===== config.mk =====
export PLATFORM = sky130hd
export DESIGN_NAME = writeback_stage
export DESIGN_NICKNAME = d
export VERILOG_FILES = /design/src/rtl/riscv_pkg.sv /design/src/rtl/writeback_stage_load_extend.sv /design/src/rtl/writeback_stage.sv
export SDC_FILE = /design/constraint.sdc
export NUM_CORES = 1
export LEC_CHECK = 0
export ABC_CLOCK_PERIOD_IN_PS = 2900
export CORE_AREA = 2 2 134 136
export CTS_CLUSTER_SIZE = 16
export DETAILED_ROUTE_END_ITERATION = 6
export DIE_AREA = 0 0 136 138
export GPL_ROUTABILITY_DRIVEN = 0
export GPL_TIMING_DRIVEN = 0
export PLACE_DENSITY = 0.67
export SETUP_SLACK_MARGIN = 0.5
export SLEW_MARGIN = 25
export SYNTH_ARGS = -nofsm -noshare
export SYNTH_HDL_FRONTEND = slang
export SYNTH_SLANG_ARGS = --single-unit

===== constraint.sdc =====
create_clock -name clk -period 2.9 [get_ports clk]
set_clock_uncertainty 0.15 [all_clocks]
set_input_delay 0.58 -clock clk [delete_from_list [all_inputs] [get_ports clk]]
set_output_delay 0.58 -clock clk [all_outputs]
set_load 0.005 [all_outputs]

===== src/rtl/riscv_pkg.sv =====
// Shared RISC-V definitions: datapath width, writeback select and load funct3 encodings.
package riscv_pkg;

   localparam int XLEN = 64;

   // Writeback result select
   localparam logic [1:0] WB_ALU  = 2'b00;
   localparam logic [1:0] WB_LOAD = 2'b01;
   localparam logic [1:0] WB_PC4  = 2'b10;
   localparam logic [1:0] WB_IMM  = 2'b11;

   // Load size / signedness (funct3)
   localparam logic [2:0] F3_LB  = 3'b000;
   localparam logic [2:0] F3_LH  = 3'b001;
   localparam logic [2:0] F3_LW  = 3'b010;
   localparam logic [2:0] F3_LD  = 3'b011;
   localparam logic [2:0] F3_LBU = 3'b100;
   localparam logic [2:0] F3_LHU = 3'b101;
   localparam logic [2:0] F3_LWU = 3'b110;

endpackage


===== src/rtl/writeback_stage_load_extend.sv =====
// load_extend: combinational sign/zero extension of right-aligned load data.
// The reserved funct3 code 111 behaves like LD (full 64 bits pass through).
module load_extend
   import riscv_pkg::*;
(
   input  logic [2:0]      funct3,
   input  logic [XLEN-1:0] raw_data,
   output logic [XLEN-1:0] ext_data
);

   // Pick the loaded field and extend it according to funct3
   always_comb begin
      ext_data = raw_data;
      case (funct3)
         F3_LB:   ext_data = {{56{raw_data[7]}},  raw_data[7:0]};
         F3_LH:   ext_data = {{48{raw_data[15]}}, raw_data[15:0]};
         F3_LW:   ext_data = {{32{raw_data[31]}}, raw_data[31:0]};
         F3_LBU:  ext_data = {56'd0, raw_data[7:0]};
         F3_LHU:  ext_data = {48'd0, raw_data[15:0]};
         F3_LWU:  ext_data = {32'd0, raw_data[31:0]};
         default: ext_data = raw_data;
      endcase
   end

endmodule


===== src/rtl/writeback_stage.sv =====
// writeback_stage: final pipeline stage. Registers the selected result and drives
// the register file write port, with stall/flush control and x0 write suppression.
// Optional retired-instruction counter enabled by defining WB_INSTRET_EN.
//
// Handshake: an instruction transfers on a rising edge when in_valid && in_ready,
// unless wb_flush is high on that edge. in_ready is !wb_stall and depends on
// nothing else; in_valid may be asserted regardless of in_ready.
module writeback_stage
   import riscv_pkg::*;
(
   input  logic            clk,
   input  logic            rst_n,
   input  logic            in_valid,
   output logic            in_ready,
   input  logic            in_reg_write,
   input  logic [4:0]      in_rd,
   input  logic [1:0]      in_wb_sel,
   input  logic [2:0]      in_load_funct3,
   input  logic [XLEN-1:0] in_alu_result,
   input  logic [XLEN-1:0] in_load_data,
   input  logic [XLEN-1:0] in_pc_plus4,
   input  logic [XLEN-1:0] in_imm,
   input  logic            wb_stall,
   input  logic            wb_flush,
   output logic            rf_write_en,
   output logic [4:0]      rf_write_register,
   output logic [XLEN-1:0] rf_write_data
`ifdef WB_INSTRET_EN
   ,
   output logic [63:0]     instret
`endif
);

   logic [XLEN-1:0] load_ext;
   logic [XLEN-1:0] sel_data;
   logic            capture;
   logic            wb_valid;
   logic            wb_reg_write;
   logic [4:0]      wb_rd;
   logic [XLEN-1:0] wb_data;

   load_extend u_load_extend (
      .funct3   (in_load_funct3),
      .raw_data (in_load_data),
      .ext_data (load_ext)
   );

   assign in_ready = !wb_stall;
   assign capture  = in_valid && in_ready && !wb_flush;

   // Select the value that will retire for the incoming instruction
   always_comb begin
      sel_data = in_alu_result;
      case (in_wb_sel)
         WB_ALU:  sel_data = in_alu_result;
         WB_LOAD: sel_data = load_ext;
         WB_PC4:  sel_data = in_pc_plus4;
         WB_IMM:  sel_data = in_imm;
         default: sel_data = in_alu_result;
      endcase
   end

   // Stage valid bit: flush wins, stall holds, otherwise follow capture
   always_ff @(posedge clk or negedge rst_n) begin
      if (!rst_n) begin
         wb_valid <= 1'b0;
      end else if (wb_flush) begin
         wb_valid <= 1'b0;
      end else if (!wb_stall) begin
         wb_valid <= capture;
      end
   end

   // Stage payload: loaded only on capture so it stays stable while held
   always_ff @(posedge clk or negedge rst_n) begin
      if (!rst_n) begin
         wb_reg_write <= 1'b0;
         wb_rd        <= 5'd0;
         wb_data      <= '0;
      end else if (capture) begin
         wb_reg_write <= in_reg_write;
         wb_rd        <= in_rd;
         wb_data      <= sel_data;
      end
   end

   // The stall term is the only combinational path into the write enable
   assign rf_write_en       = wb_valid && wb_reg_write && (wb_rd != 5'd0) && !wb_stall;
   assign rf_write_register = wb_rd;
   assign rf_write_data     = wb_data;

`ifdef WB_INSTRET_EN
   // Count every instruction leaving the stage, including ones that write nothing
   always_ff @(posedge clk or negedge rst_n) begin
      if (!rst_n) begin
         instret <= 64'd0;
      end else if (wb_valid && !wb_stall && !wb_flush) begin
         instret <= instret + 64'd1;
      end
   end
`endif

endmodule


==> results of run 1 <==
worst max-delay path: cells and delay by family, from the launching register on:
kind,cells,cell delay (ns)
and+or+nand+nor,1,0.53
DFF,1,0.38
AOI/OAI and AO/OA,1,0.25
buffers and inverters,1,0.13
area by class of cell:
type	count	area, sq um
Sequential cell	71	1780
Clock buffer	9	225
Tap cell	229	287
Inverter	1	3.75
Buffer	63	342
Multi-Input combinational cell	509	2880
Timing Repair Buffer	347	3460
Clock inverter	7	57.6
Fill cell	1757	8500
Antenna cell	1	2.50
cells in the mapped netlist:
library cell    n  area share [%]
buf_1           3            0.23
o21a_4          1            0.31
nor2_1          2            0.15
mux2i_1         2            0.41
nand2_1       205              16
mux4_2          8             3.7
o211ai_2       16             4.1
dfrtp_1        71              36
or4_1           1            0.15
or2_1           1            0.13
a211o_1        32             5.7
o211ai_1       16             2.4
nor3b_2         1            0.25
a2bb2oi_1      24             4.3
o21ai_0       155              16
or2_2           1            0.13
a21oi_1        24             2.4
buf_6           5             1.1
inv_1           1           0.076
nand2b_1        2            0.25
buf_2           1            0.10
clkbuf_1       54             4.1
o2111a_1        1            0.23
o22ai_1         8             1.0
o21ai_1         6            0.61
nor2b_1         2            0.25
or4b_4          1            0.28
sequential cells by signal, summed over array words and instances (netlist names):
| register | cells |
|---|---|
| wb_reg_write | 1 |
| rf_write_register | 5 |
| wb_valid | 1 |
| rf_write_data | 64 |
cells by family (layout without fill, tap and decap cells):
| family | Yosys count | after routing | share of synthesized area (%) |
|---|---|---|---|
| compound gates | 283 | 283 | 36.9 |
| simple gates | 216 | 216 | 17.3 |
| flops | 71 | 71 | 36.1 |
| buf+inv | 64 | 427 | 5.67 |
| mux | 10 | 10 | 4.07 |
| other cells | 0 | 1 | 0 |
power by group:
part           internal, uW  total (uW)  switching [uW]  leakage (uW)
Sequential             1170        1280             107      0.000883
Combinational           846        1390             546       0.00265
Clock                   589        1080             495      0.000129
metal layers:
metal | track usage (%) | wire length [microns]
met1 | 29.2 | 9480
met2 | 42.2 | 11600
met3 | 7.48 | 2220
met4 | 8.66 | 540
met5 | 0 | 0
worst max path at each step:
stage                        endpoint            startpoint
floorplan           rf_write_data[39]     in_load_funct3[1]
global placement    rf_write_data[37]                 rst_n
detailed placement  rf_write_data[10]          in_wb_sel[1]
CTS                 rf_write_data[32]          in_wb_sel[1]
global route              rf_write_en  rf_write_register[2]
finish                    rf_write_en  rf_write_register[2]
through the flow:
step | cell area [sq um] | instances
final | 9030 | 1237
after floorplan | 4920 | 644
after global placement | 8620 | 1214
after detailed placement | 8630 | 1215
after CTS | 8990 | 1234
after global routing | 9030 | 1237
repair_timing:
action / in CTS / in global routing
buffers inserted: 3 / 2
setup endpoints to repair: 72 / 65
resized for setup: 35 / 46
pin swaps: 0 / 2
==> flow_metrics.tcl, run 1 <==
set metrics [dict create \
    status "completed" \
    place_hpwl_microns 18600 \
    drc_errors 0 \
    syn-num-nets 916 \
    synth_cells 644 \
    drt_iter0_drc 273 \
    grt_pass1_vias 6204 \
    cp_slowest_cell "or4_4" \
    worst_pin_slew_ns 0.568 \
    start_kind "register" \
    power.density_mw_per_mm2 416 \
    io_pins 343 \
    dieArea_sq_mm 0.0188 \
    worstRegToRegCells 3 \
    synth_seq_cells 71 \
    antenna_found_initial 1 \
    wl_per_cell_microns 19.3 \
    endpoint_kind "output port" \
    final_cell_mix "clkdlybuf4s50_1, nand2_1, o21ai_0" \
    leakage_uw 0.00366 \
    grt_pass1_wl_microns 35300 \
    maxCapViolations 0 \
    ys_seq_area_share_pct 36.1 \
    drv_slew 0 \
    synth.distinct_cells 27 \
    clockBufferDepth 2 \
    avgSynthCellArea_sq_um 7.64 \
    min_period_over_period_pct 81.4 \
    setup_viol 0 \
    grt_util_all_layers_pct 24.7 \
    fmax_mhz 424 \
    drive_above_1_share_pct 9.93 \
    die_y_microns 138 \
    postCtsHoldBufs 0 \
    path_clk_slew_ns 0.06 \
    synth_area_sq_mm 0.00492 \
    cts-root-buf "clkbuf_16" \
    initial_utilization_pct 28.0 \
    path_max_fanout 2 \
    finalNetCount 1274 \
    ys_warn_count 0 \
    io_buffer_count 341 \
    route.vias.total 6243 \
    worstReg2RegEnd "rf_write_register[0]" \
    cts_buffers 9 \
    rows 49 \
    wl_microns 23800 \
    grt_max_degree 41 \
    tns_ns 0 \
    dr.pass1.iters 4 \
    cts_tree "done" \
    rsz0062_at_grt "true" \
    cts.sinks 71 \
    crit_arrival_ns 1.63 \
    antenna_left 0 \
    setup_ws_ns 0.540 \
    holdWs_ns 0.0702 \
    power_uw 3760 \
    crit_type "reg -> out" \
    r2r_slack_ns 2.02 \
    crit_path_max_incr_delay_ns 0.53 \
    required_ns 2.17 \
    final_core_util_pct 51.5 \
    hold_viol 0 \
    htree_levels 3 \
    core_sq_mm 0.0175 \
    hp-class "in -> async" \
    relSlewSlack_pct 62.1 \
    pre_cts_ws_ns -0.433 \
    overflow 0 \
    final_common_cell "clkdlybuf4s50_1" \
    ir_drop_mv 0.274 \
    dieWidth_microns 136 \
    insertion_delay_ns 0.34 \
    min_period_ns 2.36 \
    viasPerCell 5.05 \
    r2r-start "rf_write_register[0]" \
    cp_cell_sequence "or4_4 -> o2111a_1 -> buf_2" \
    areaGrowthSynthToFinish_pct 83.7 \
]
Note: power is estimated with default switching activity, not from simulation.
==> run 2, diff against run 1 <==
ABC_CLOCK_PERIOD_IN_PS = 2430   (was 2900)
CORE_AREA = 2 2 135 137   (was 2 2 134 136)
DIE_AREA = 0 0 137 139   (was 0 0 136 138)
clock period = 2.43 ns   (was 2.9 ns; I/O delays follow)
==> run 2 against run 1 <==
  * Global-route usage hardly changed
  * Largest power group unchanged
  * Core utilization is 1.3 points higher
  * Setup slack worse by 0.33 ns
  * Wire length up 1.9%
  * Final cell count grew 1.2%
  * Critical path type unchanged
  * Sequential power increased by 19%
  * Die area up 1.5%
==> flow_metrics.tcl, run 2 (same netlist as run 1, synthesis figures left out) <==
set metrics [dict create \
    min_period_ns 2.22 \
    holdWs_ns 0.319 \
    hold_viol 0 \
    drive_above_1_share_pct 11.0 \
    dr.pass1.iters 4 \
    cp_cell_sequence "or4_1 -> o2111a_1 -> buf_2" \
    min_period_over_period_pct 91.2 \
    grt_pass1_wl_microns 35700 \
    crit_type "reg -> out" \
    antenna_found_initial 2 \
    initial_utilization_pct 27.8 \
    largest_reg_flops 64 \
    cts_buffers 9 \
    power.density_mw_per_mm2 483 \
    io_pins 343 \
    antenna_left 0 \
    rsz0062_at_grt "true" \
    fmax_mhz 451 \
    route.vias.total 6263 \
    path_clk_slew_ns 0.05 \
    htree_levels 3 \
    worst_pin_slew_ns 0.542 \
    status "completed" \
    drv_slew 0 \
    insertion_delay_ns 0.33 \
    relSlewSlack_pct 63.9 \
    cts.sinks 71 \
    crit_path_max_incr_delay_ns 0.52 \
    leakage_uw 0.00386 \
    io_buffer_count 341 \
    hp-class "reg -> reg" \
    ir_drop_mv 0.324 \
    crit_arrival_ns 1.58 \
    endpoint_kind "output port" \
    maxCapViolations 0 \
    drt_iter0_drc 182 \
    overflow 0 \
    die_y_microns 139 \
    wl_microns 24300 \
    place_hpwl_microns 18800 \
    cts-root-buf "clkbuf_16" \
    drc_errors 0 \
    cts_tree "done" \
    path_max_fanout 2 \
    required_ns 1.79 \
    core_sq_mm 0.0177 \
    cp_slowest_cell "or4_1" \
    areaGrowthSynthToFinish_pct 89.9 \
    grt_max_degree 40 \
    final_cell_mix "clkdlybuf4s50_1, nand2_1, o21ai_0" \
    grt_util_all_layers_pct 24.8 \
    viasPerCell 5.00 \
    grt_pass1_vias 6424 \
    start_kind "register" \
    rows 49 \
    final_core_util_pct 52.9 \
    clockBufferDepth 2 \
    dieArea_sq_mm 0.0190 \
    tns_ns 0 \
    dieWidth_microns 137 \
    wl_per_cell_microns 19.4 \
    finalNetCount 1287 \
    setup_viol 0 \
    final_common_cell "clkdlybuf4s50_1" \
]
-- run 2: power breakdown --
| group | internal [uW] | leakage, uW | switching, uW |
|---|---|---|---|
| registers | 1400 | 0.000883 | 121 |
| clock network | 750 | 0.000131 | 510 |
| logic | 1060 | 0.00284 | 664 |
| total | 3210 | 0.00386 | 1290 |
-- run 2: repair_timing --
item | 4_1_cts | 5_1_grt
hold buffers | 1 | 0
endpoints found under the setup margin | 73 | 50
resized for setup | 98 | 44
gates cloned | 3 | 0
pin swaps | 9 | 4
endpoints found under the hold margin | 32 | 0
setup buffers | 11 | 3
-- run 2: metrics by stage --
step | setup WS [ns] | cells | total power (uW) | instance area [sq um]
6_report | 0.213 | 1252 | 4510 | 9340
5_1_grt | 0.160 | 1252 | 4740 | 9340
4_1_cts | 0.175 | 1246 | 4540 | 9250
3_5_place_dp | -0.774 | 1215 | 3190 | 8640
3_3_place_gp | -2.06 | 1214 | 3170 | 8620
2_1_floorplan | 0.389 | 644 | 2060 | 4920
-- run 2: layout make-up --
| cell class | instances | area [sq um] |
|---|---|---|
| Timing Repair Buffer | 360 | 3660 |
| Fill cell | 1729 | 8320 |
| Inverter | 1 | 3.75 |
| Clock buffer | 16 | 272 |
| Buffer | 63 | 430 |
| Sequential cell | 71 | 1780 |
| Antenna cell | 3 | 7.51 |
| Multi-Input combinational cell | 509 | 2900 |
| Tap cell | 229 | 287 |
-- run 2: worst paths after layout --
kind / start / end / slack, ns / cells after the start
max in group asynchronous: rst_n / rf_write_register[0] / 1.04 / 3
worst min-delay path: rf_write_data[0] / rf_write_data[0] / 0.32 / 2
worst max-delay path: rf_write_register[3] / rf_write_en / 0.21 / 3
worst min register to register: rf_write_data[0] / rf_write_data[0] / 0.32 / 2
min in group asynchronous: rst_n / rf_write_data[59] / 0.50 / 2
worst max register to register: rf_write_register[0] / rf_write_register[0] / 1.44 / 4
-- run 2: worst max-delay path, delay by kind of cell (launching register included) --
kind | cells | cell delay (ns)
compound gates | 1 | 0.23
buf+inv | 1 | 0.13
flops | 1 | 0.37
simple gates | 1 | 0.52
-- run 2: metal layers --
layer / global-route usage (%) / up-vias / routed length, microns / part of all wire [%]
met4: 10.7 / 0 / 850 / 3.5
met2: 41.7 / 297 / 11600 / 48
met3: 6.25 / 51 / 2140 / 8.8
met5: 0 / - / 0 / 0
met1: 29.6 / 2873 / 9720 / 40
li1: - / 3042 / - / -
